--- src/rtl/neuron_mac_fp32.sv ---
// Serial fp32 multiply-accumulate for one neuron: bias + sum(x[i]*w[i]).
// Simplified arithmetic: denormals flush to zero, no Inf/NaN, truncating rounding.
module neuron_mac_fp32 #(
  parameter int unsigned NUM_INPUTS = 4
) (
  input  logic        clk,
  input  logic        rst,
  input  logic        start,
  input  logic [31:0] bias,
  input  logic        in_valid,
  output logic        in_ready,
  input  logic [31:0] x_in,
  input  logic [31:0] w_in,
  output logic [31:0] mult_sum_out,
  output logic [31:0] counter,
  output logic        sum_valid
);

  typedef enum logic [2:0] {
    S_IDLE,
    S_LOAD,
    S_WAIT,
    S_MUL,
    S_ADD,
    S_DONE
  } state_t;

  localparam logic [15:0] CNT_LAST = 16'(NUM_INPUTS);
  localparam logic [30:0] MAG_MAX  = 31'h7F7FFFFF;

  state_t      state_q, state_d;
  logic [31:0] acc_q, acc_d;
  logic [31:0] bias_q, bias_d;
  logic [31:0] x_q, x_d;
  logic [31:0] w_q, w_d;
  logic [31:0] prod_q, prod_d;
  logic [15:0] cnt_q, cnt_d;
  logic [15:0] cnt_inc;

  function automatic logic [31:0] fp_mul(input logic [31:0] a, input logic [31:0] b);
    logic        s;
    logic [47:0] p;
    logic [22:0] m;
    int          e;
    s = a[31] ^ b[31];
    if (a[30:23] == 8'd0 || b[30:23] == 8'd0) return {s, 31'd0};
    p = 48'({1'b1, a[22:0]}) * 48'({1'b1, b[22:0]});
    e = int'(a[30:23]) + int'(b[30:23]) - 127;
    if (p[47]) begin
      m = p[46:24];
      e = e + 1;
    end else begin
      m = p[45:23];
    end
    if (e <= 0) return {s, 31'd0};
    if (e >= 255) return {s, MAG_MAX};
    return {s, e[7:0], m};
  endfunction

  function automatic logic [31:0] fp_add(input logic [31:0] a, input logic [31:0] b);
    logic [31:0] big, sml;
    logic [23:0] mb, ms, ms_al, norm;
    logic [24:0] sum;
    logic [7:0]  diff;
    logic [22:0] m;
    logic        found;
    int unsigned lz;
    int          e;
    if (a[30:0] >= b[30:0]) begin
      big = a;
      sml = b;
    end else begin
      big = b;
      sml = a;
    end
    mb    = (big[30:23] == 8'd0) ? 24'd0 : {1'b1, big[22:0]};
    ms    = (sml[30:23] == 8'd0) ? 24'd0 : {1'b1, sml[22:0]};
    diff  = big[30:23] - sml[30:23];
    ms_al = (diff >= 8'd26) ? 24'd0 : (ms >> diff);
    sum   = (big[31] == sml[31]) ? ({1'b0, mb} + {1'b0, ms_al}) : ({1'b0, mb} - {1'b0, ms_al});
    // Exact cancellation yields +0 regardless of operand signs.
    if (sum == 25'd0) return 32'd0;
    if (sum[24]) begin
      m = sum[23:1];
      e = int'(big[30:23]) + 1;
    end else begin
      lz    = 0;
      found = 1'b0;
      for (int unsigned i = 0; i < 24; i++) begin
        if (!found) begin
          if (sum[23-i]) found = 1'b1;
          else lz = lz + 1;
        end
      end
      norm = sum[23:0] << lz;
      m    = norm[22:0];
      e    = int'(big[30:23]) - int'(lz);
    end
    if (e <= 0) return {big[31], 31'd0};
    if (e >= 255) return {big[31], MAG_MAX};
    return {big[31], e[7:0], m};
  endfunction

  assign cnt_inc = cnt_q + 16'd1;

  always_ff @(posedge clk) begin
    if (rst) begin
      state_q <= S_IDLE;
      acc_q   <= '0;
      bias_q  <= '0;
      x_q     <= '0;
      w_q     <= '0;
      prod_q  <= '0;
      cnt_q   <= '0;
    end else begin
      state_q <= state_d;
      acc_q   <= acc_d;
      bias_q  <= bias_d;
      x_q     <= x_d;
      w_q     <= w_d;
      prod_q  <= prod_d;
      cnt_q   <= cnt_d;
    end
  end

  always_comb begin
    state_d   = state_q;
    acc_d     = acc_q;
    bias_d    = bias_q;
    x_d       = x_q;
    w_d       = w_q;
    prod_d    = prod_q;
    cnt_d     = cnt_q;
    in_ready  = 1'b0;
    sum_valid = 1'b0;
    case (state_q)
      S_IDLE: begin
        if (start) begin
          bias_d  = bias;
          cnt_d   = '0;
          state_d = S_LOAD;
        end
      end
      S_LOAD: begin
        acc_d   = bias_q;
        cnt_d   = '0;
        state_d = S_WAIT;
      end
      S_WAIT: begin
        in_ready = 1'b1;
        if (in_valid) begin
          x_d     = x_in;
          w_d     = w_in;
          state_d = S_MUL;
        end
      end
      S_MUL: begin
        prod_d  = fp_mul(x_q, w_q);
        state_d = S_ADD;
      end
      S_ADD: begin
        acc_d   = fp_add(acc_q, prod_q);
        cnt_d   = cnt_inc;
        state_d = (cnt_inc == CNT_LAST) ? S_DONE : S_WAIT;
      end
      S_DONE: begin
        sum_valid = 1'b1;
        // Counter drops to zero with LOAD so the downstream stage releases immediately.
        if (start) begin
          bias_d  = bias;
          cnt_d   = '0;
          state_d = S_LOAD;
        end
      end
      default: state_d = S_IDLE;
    endcase
  end

  assign mult_sum_out = acc_q;
  assign counter      = 32'(cnt_q);

endmodule

--- config.mk ---
export PLATFORM = sky130hd
export DESIGN_NAME = neuron_mac_fp32
export DESIGN_NICKNAME = d
export VERILOG_FILES = /design/src/rtl/neuron_mac_fp32.sv
export SDC_FILE = /design/constraint.sdc
export NUM_CORES = 2
export LEC_CHECK = 0
export ABC_AREA = 1
export CAP_MARGIN = 25
export CORE_MARGIN = 5
export CORE_UTILIZATION = 56
export CTS_BUF_LIST = sky130_fd_sc_hd__clkbuf_4 sky130_fd_sc_hd__clkbuf_8
export DETAILED_ROUTE_END_ITERATION = 10
export GPL_TIMING_DRIVEN = 0
export PLACE_DENSITY = 0.85
export SYNTH_ARGS = -nofsm -noshare
export SYNTH_HDL_FRONTEND = slang
export SYNTH_SLANG_ARGS = --single-unit
export TNS_END_PERCENT = 50
--- constraint.sdc ---
create_clock -name clk -period 19.3 [get_ports clk]
set_input_delay 2.895 -clock clk [delete_from_list [all_inputs] [get_ports clk]]
set_output_delay 2.895 -clock clk [all_outputs]
set_load 0.02 [all_outputs]
---- Word-level counts from Yosys, hierarchy flattened ----
Index checks and enable logic that the tools add are counted.
storage, ports and cells
  flip-flop bits (word level) ............. 179
  logic and storage cells ................. 360
  input bits .............................. 100
cells by class
  multiplexer cells ....................... 288
  $add $sub $neg .......................... 32
  shift-type cells ........................ 2
  equality and inequality tests ........... 9
  bitwise operators ....................... 1
  reductions and logical operators ........ 14
  $lt $le $gt $ge ......................... 6
  $mul .................................... 1
operators by type and width
  kind                                                                               count
  32-bit 2-to-1 mux                                                                  140
  32-bit by 1-bit adder with 32-bit output, second input constant                    23
  1-bit 2-to-1 mux                                                                   135
  24-bit 2-to-1 mux                                                                  3
  32-bit by 9-bit >= comparator with 1-bit output, second input constant             2
  32-bit by 1-bit less-or-equal comparator with 1-bit output, second input constant  2
  32-bit case mux with 2 select lines                                                1
  24-bit by 24-bit multiplier with 48-bit output                                     1
  16-bit case mux with 3 select lines                                                1
  23-bit 2-to-1 mux                                                                  2
  8-bit zero test                                                                    4
  24-bit by 32-bit << shifter with 23-bit output                                     1
  9-bit by 32-bit subtractor with 32-bit output                                      1
  31-bit >= comparator                                                               1
  24-bit by 24-bit adder with 25-bit output                                          1
  25-bit zero test                                                                   1
  25-bit 2-to-1 mux                                                                  1
  24-bit by 24-bit subtractor with 25-bit output                                     1
  24-bit by 8-bit >> shifter with 24-bit output                                      1
  16-bit by 1-bit adder with 16-bit output, second input constant                    1
  16-bit by 3-bit equality test with 1-bit output, second input constant             1
  16-bit 2-to-1 mux                                                                  1
  3-bit case mux with 5 select lines                                                 1
  10-bit by 2-bit adder with 11-bit output, second input constant                    1
  other kinds (19)                                                                   26

---- Longest topological paths before layout ----
  depth after elaboration ................. 167
  mapped depth ............................ 161
  gate-level depth less buffers ........... 157

---- Worst setup path after synthesis ----
Ideal clock, no wire load.
  kind .................................... register to register
  start point ............................. register acc_q[23], in the netlist mult_sum_out[23]
  end point ............................... register acc_q[20], in the netlist mult_sum_out[20]
  arrival ................................. 20397 ps
  slack ................................... -1163 ps
  buffers on the path ..................... 7
  cell stages (with the launch flop) ...... 149
  path through ............................ dfxtp_1 > ha_1 > clkbuf_1 > inv_1 > nor4_1 > a211oi_1 > nand3_1 > buf_2 > inv_1 > o21ai_0 > nand2_1 > ha_1 > inv_1 > nand2_1 > a21oi_1 > nor2_1 > nor2_1 > nand2_1 > [... 113 more ...] > ha_1 > nand2_1 > nor2_1 > a211oi_1 > o21ai_0 > a21oi_1 > o21bai_1 > a21oi_1 > inv_1 > nand3_1 > o21ai_0 > or2_2 > nand2_1 > clkbuf_1 > a21oi_1 > nand2_1 > nand2_1 > a21oi_2
between the ends
  longest elaborated chain between the ends .. 164
ends and longest elaborated chain
  item                                                            RTL line  RTL
  start, declared                                                 32        logic [31:0] acc_q, acc_d;
  start signal, assigned                                          109       acc_q <= '0;
  start signal, assigned                                          117       acc_q <= acc_d;
  branches (longest 162 deep; another with 31-bit >= comparator)  -
  32-bit 2-to-1 mux (*)                                           83        if (sum[24]) begin
  32-bit case mux with 2 select lines (*)                         136       case (state_q)
Every way passes the cells marked *. The select of a mux whose other input is x is not followed.
A chain may end at the register's enable or synchronous reset.

---- Final worst setup path ----
  start point ............................. register acc_q[28], in the netlist mult_sum_out[28]
  end point ............................... register acc_q[19], in the netlist mult_sum_out[19]
The elaborated chain is that of the path after synthesis.

==> qor.csv <==
stage,metric,value,unit
worst_setup_path,crit_required,19.82,ns
synth,ys_top_cells_by_area,"fa_1, nand2_1, inv_1",
finish,design_area,0.04321,mm²
synth,synth.top_cell.area_share,0.2717,
cts,clkTransAtPathRegs,0.12,ns
cts,cts_root_buffer,clkbuf_8,
timing,whs,0.4793,ns
synth,synth_area,0.03567,mm²
synth,synth.most_common_cell,nand2_1,
timing,tightest_slew,1.070,ns
synth,yosysWarnings,0,
run_status,violations,negative setup slack,
timing,fmax,0.04905,GHz
route,drtPass1Iterations,9,
worst_setup_path,crit_fanout,8,
synth,yosys.area_share.xor_xnor,0.02873,
run,drv_cap,0,
worst_setup_path,crit_path_top_delay_cell,dfxtp_2,
timing,setup_violations,31,
worst_setup_path,crit_top_cell,nand2_2,
cts,cts_buffers,17,
synth,synth_fa_ha_area_frac,0.3685,
synth,synth_compound_area_frac,0.1014,
synth,synth_mux_area_frac,0.0005613,
placement,place_congestion,1.060,
floorplan,start_util,0.5654,
floorplan,io_pins,166,
worst_setup_path,startpoint_type,flop,
cts,cts_tree,done,
cts,hold_buffers,0,
synth,synthFlopType,dfxtp_1,
route,dr_total_vias,38130,
cts,clock_latency,0.60,ns
timing,hold_viol,0,
finish,fillers,5090,
finish,seq_area,0.003650,mm²
synth,synthTopCellsByCount,"nand2_1, inv_1, fa_1",
global_routing,grt_overflow,0,
synth,synth_simple_gate_area_share,0.2619,
route,ant_nets,0,
timing,rsz0062_at_grt,yes,
finish,nNetsFinal,6540,
global_routing,grt_pass1_vias,36770,
timing,clock-skew-final,0.03154,ns
route,drc,0,
cts,htreeDepth,4,
cts,clock_path_buffers,2,
finish,utilization,0.6851,
route,drt_wl_total,137100,µm
synth,synthArstFlopShare,0,
timing,period_needed,20.39,ns
worst_setup_path,cp.arrival,20.91,ns
floorplan,core,0.06308,mm²
finish,drive_gt1_frac,0.1569,
run_status,status,"complete, but fails checks",
floorplan,die_y,262.4,µm
placement,placed_cell_area,0.03840,mm²
worst_setup_path,critPathKind,reg -> reg,
timing,slew-limit-headroom,0.2869,
placement,place_inst,6266,
floorplan,fp.dieW,262.4,µm
finish,multi_input_area,0.02966,mm²
synth,synth_top_area_cell,fa_1,
placement,io_buffers,149,
synth,synth_cell_type_count,62,
global_routing,grt_antenna_before_repair,4,
global_routing,grt_max_degree,23,
route,vias_per_cell,5.827,
global_routing,grt_pass1_wl,202900,µm
placement,hpwl,103500,µm
worst_setup_path,crit_path_end_kind,flop,
worst_setup_path,slowest_delay,0.51,ns
synth,synth_edf_count,0,
timing,fin_ws,-1.086,ns
cts,cts.sinks,179,
synth,ys_seq_elements,179,
floorplan,num_rows,92,
hold_path,min-delay-path-class,reg -> reg,
timing,period_share,1.056,
finish,instances_no_fill,6543,
synth,synth.avg_cell_area,6.786,µm²
timing,slew_viol_final,0,
synth,synthCells,5256,
synth,yosysSeqAreaShare,0.1005,
route,drt_iter0_markers,4331,
finish,synthToLayoutAreaGrowth,21.16,%
floorplan,fp.dieArea,0.06884,mm²
route,wl_per_cell,20.95,µm
global_routing,track_usage,0.3732,
synth,synth_top_family_by_area,adder cells,
[final cells by class]
type	instances	area share
buffer	222	0.02357
tap	846	0.02449
sequential	179	0.08446
clock inverter	15	0.005009
inverter	1066	0.09343
antenna	4	0.0002316
timing repair buffer	391	0.07710
clock buffer	17	0.005414
multi-input combinational	3803	0.6863
[cell usage in the layout (no fill, tap or decap), drive strengths merged, types with 7 or more instances in the layout]
| cell type | Yosys | routed |
|---|---|---|
| dfxtp | 179 | 179 |
| clkbuf | 190 | 203 |
| a31oi | 15 | 15 |
| or2 | 23 | 23 |
| o21a | 7 | 7 |
| buf | 34 | 278 |
| a211oi | 11 | 11 |
| fa | 484 | 484 |
| clkinv | 7 | 14 |
| conb | 1 | 16 |
| nor3 | 31 | 31 |
| nand2 | 1424 | 1425 |
| ha | 276 | 276 |
| inv | 1059 | 1067 |
| nand4 | 57 | 57 |
| o22ai | 12 | 12 |
| nor2 | 424 | 424 |
| nand3b | 8 | 8 |
| xor2 | 76 | 76 |
| o21ai | 341 | 341 |
| clkdlybuf4s50 | 0 | 149 |
| nand3 | 259 | 259 |
| nor4 | 12 | 12 |
| o21bai | 8 | 8 |
| o211ai | 26 | 26 |
| xnor2 | 41 | 41 |
| a21oi | 216 | 216 |
[sequential cells by signal, indices dropped and copies added, names as in the netlist]
name	count
w_q	32
x_q	32
prod_q	32
state_q	3
mult_sum_out	32
cnt_q	16
bias_q	32
[metal layers]
metal | vias up | share of wire | GRT usage
met5 | - | 0.00048 | 0
met4 | 4 | 0.076 | 0.2107
met3 | 702 | 0.12 | 0.09943
met2 | 2614 | 0.44 | 0.5937
met1 | 17870 | 0.36 | 0.4618
li1 | 16940 | - | -
[critical path: cells and delay by family, from the launching register on]
kind	cells	cell delay [ns]
compound gates	19	3.27
xor+xnor	3	0.49
fa+ha+maj	26	6.28
buf+inv	30	2.39
flops	1	0.51
simple gates	72	7.36
[cells by family after synthesis]
group | count (synthesis)
buffers and inverters | 1290
AND/OR/NAND/NOR | 2244
adder cells (fa/ha/maj) | 760
other | 1
XOR/XNOR | 117
AO/OA/AOI/OAI | 663
flip-flops | 179
multiplexers | 2
[final timing paths]
check / startpoint / endpoint / slack (ns) / cells after the start
worst max-delay path: mult_sum_out[28]$_SDFFE_PP0P_ / mult_sum_out[19]$_SDFFE_PP0P_ / -1.09 / 150
worst min-delay path: prod_q[4]$_SDFFE_PP0N_ / prod_q[4]$_SDFFE_PP0N_ / 0.48 / 2
worst max register to register: mult_sum_out[28]$_SDFFE_PP0P_ / mult_sum_out[19]$_SDFFE_PP0P_ / -1.09 / 150
worst min register to register: prod_q[4]$_SDFFE_PP0N_ / prod_q[4]$_SDFFE_PP0N_ / 0.48 / 2
[metrics by stage]
step	TNS, ns	setup WS (ns)
after global routing	-49.77	-1.679
after floorplan	0	0.006564
final	-31.70	-1.086
after CTS	-7.538	-0.3182
after global placement	-98.74	-3.313
after detailed placement	-107.50	-3.568
[repair_timing]
item	CTS	global route
hold endpoints to repair	0	0
setup endpoints to repair	31	31
setup buffers	185	60
pin swaps	161	222
gates cloned	3	0
gates resized for setup	291	384
Power is not shown: default switching activity piles up to over one toggle a cycle in this logic, so the estimate is an artifact.
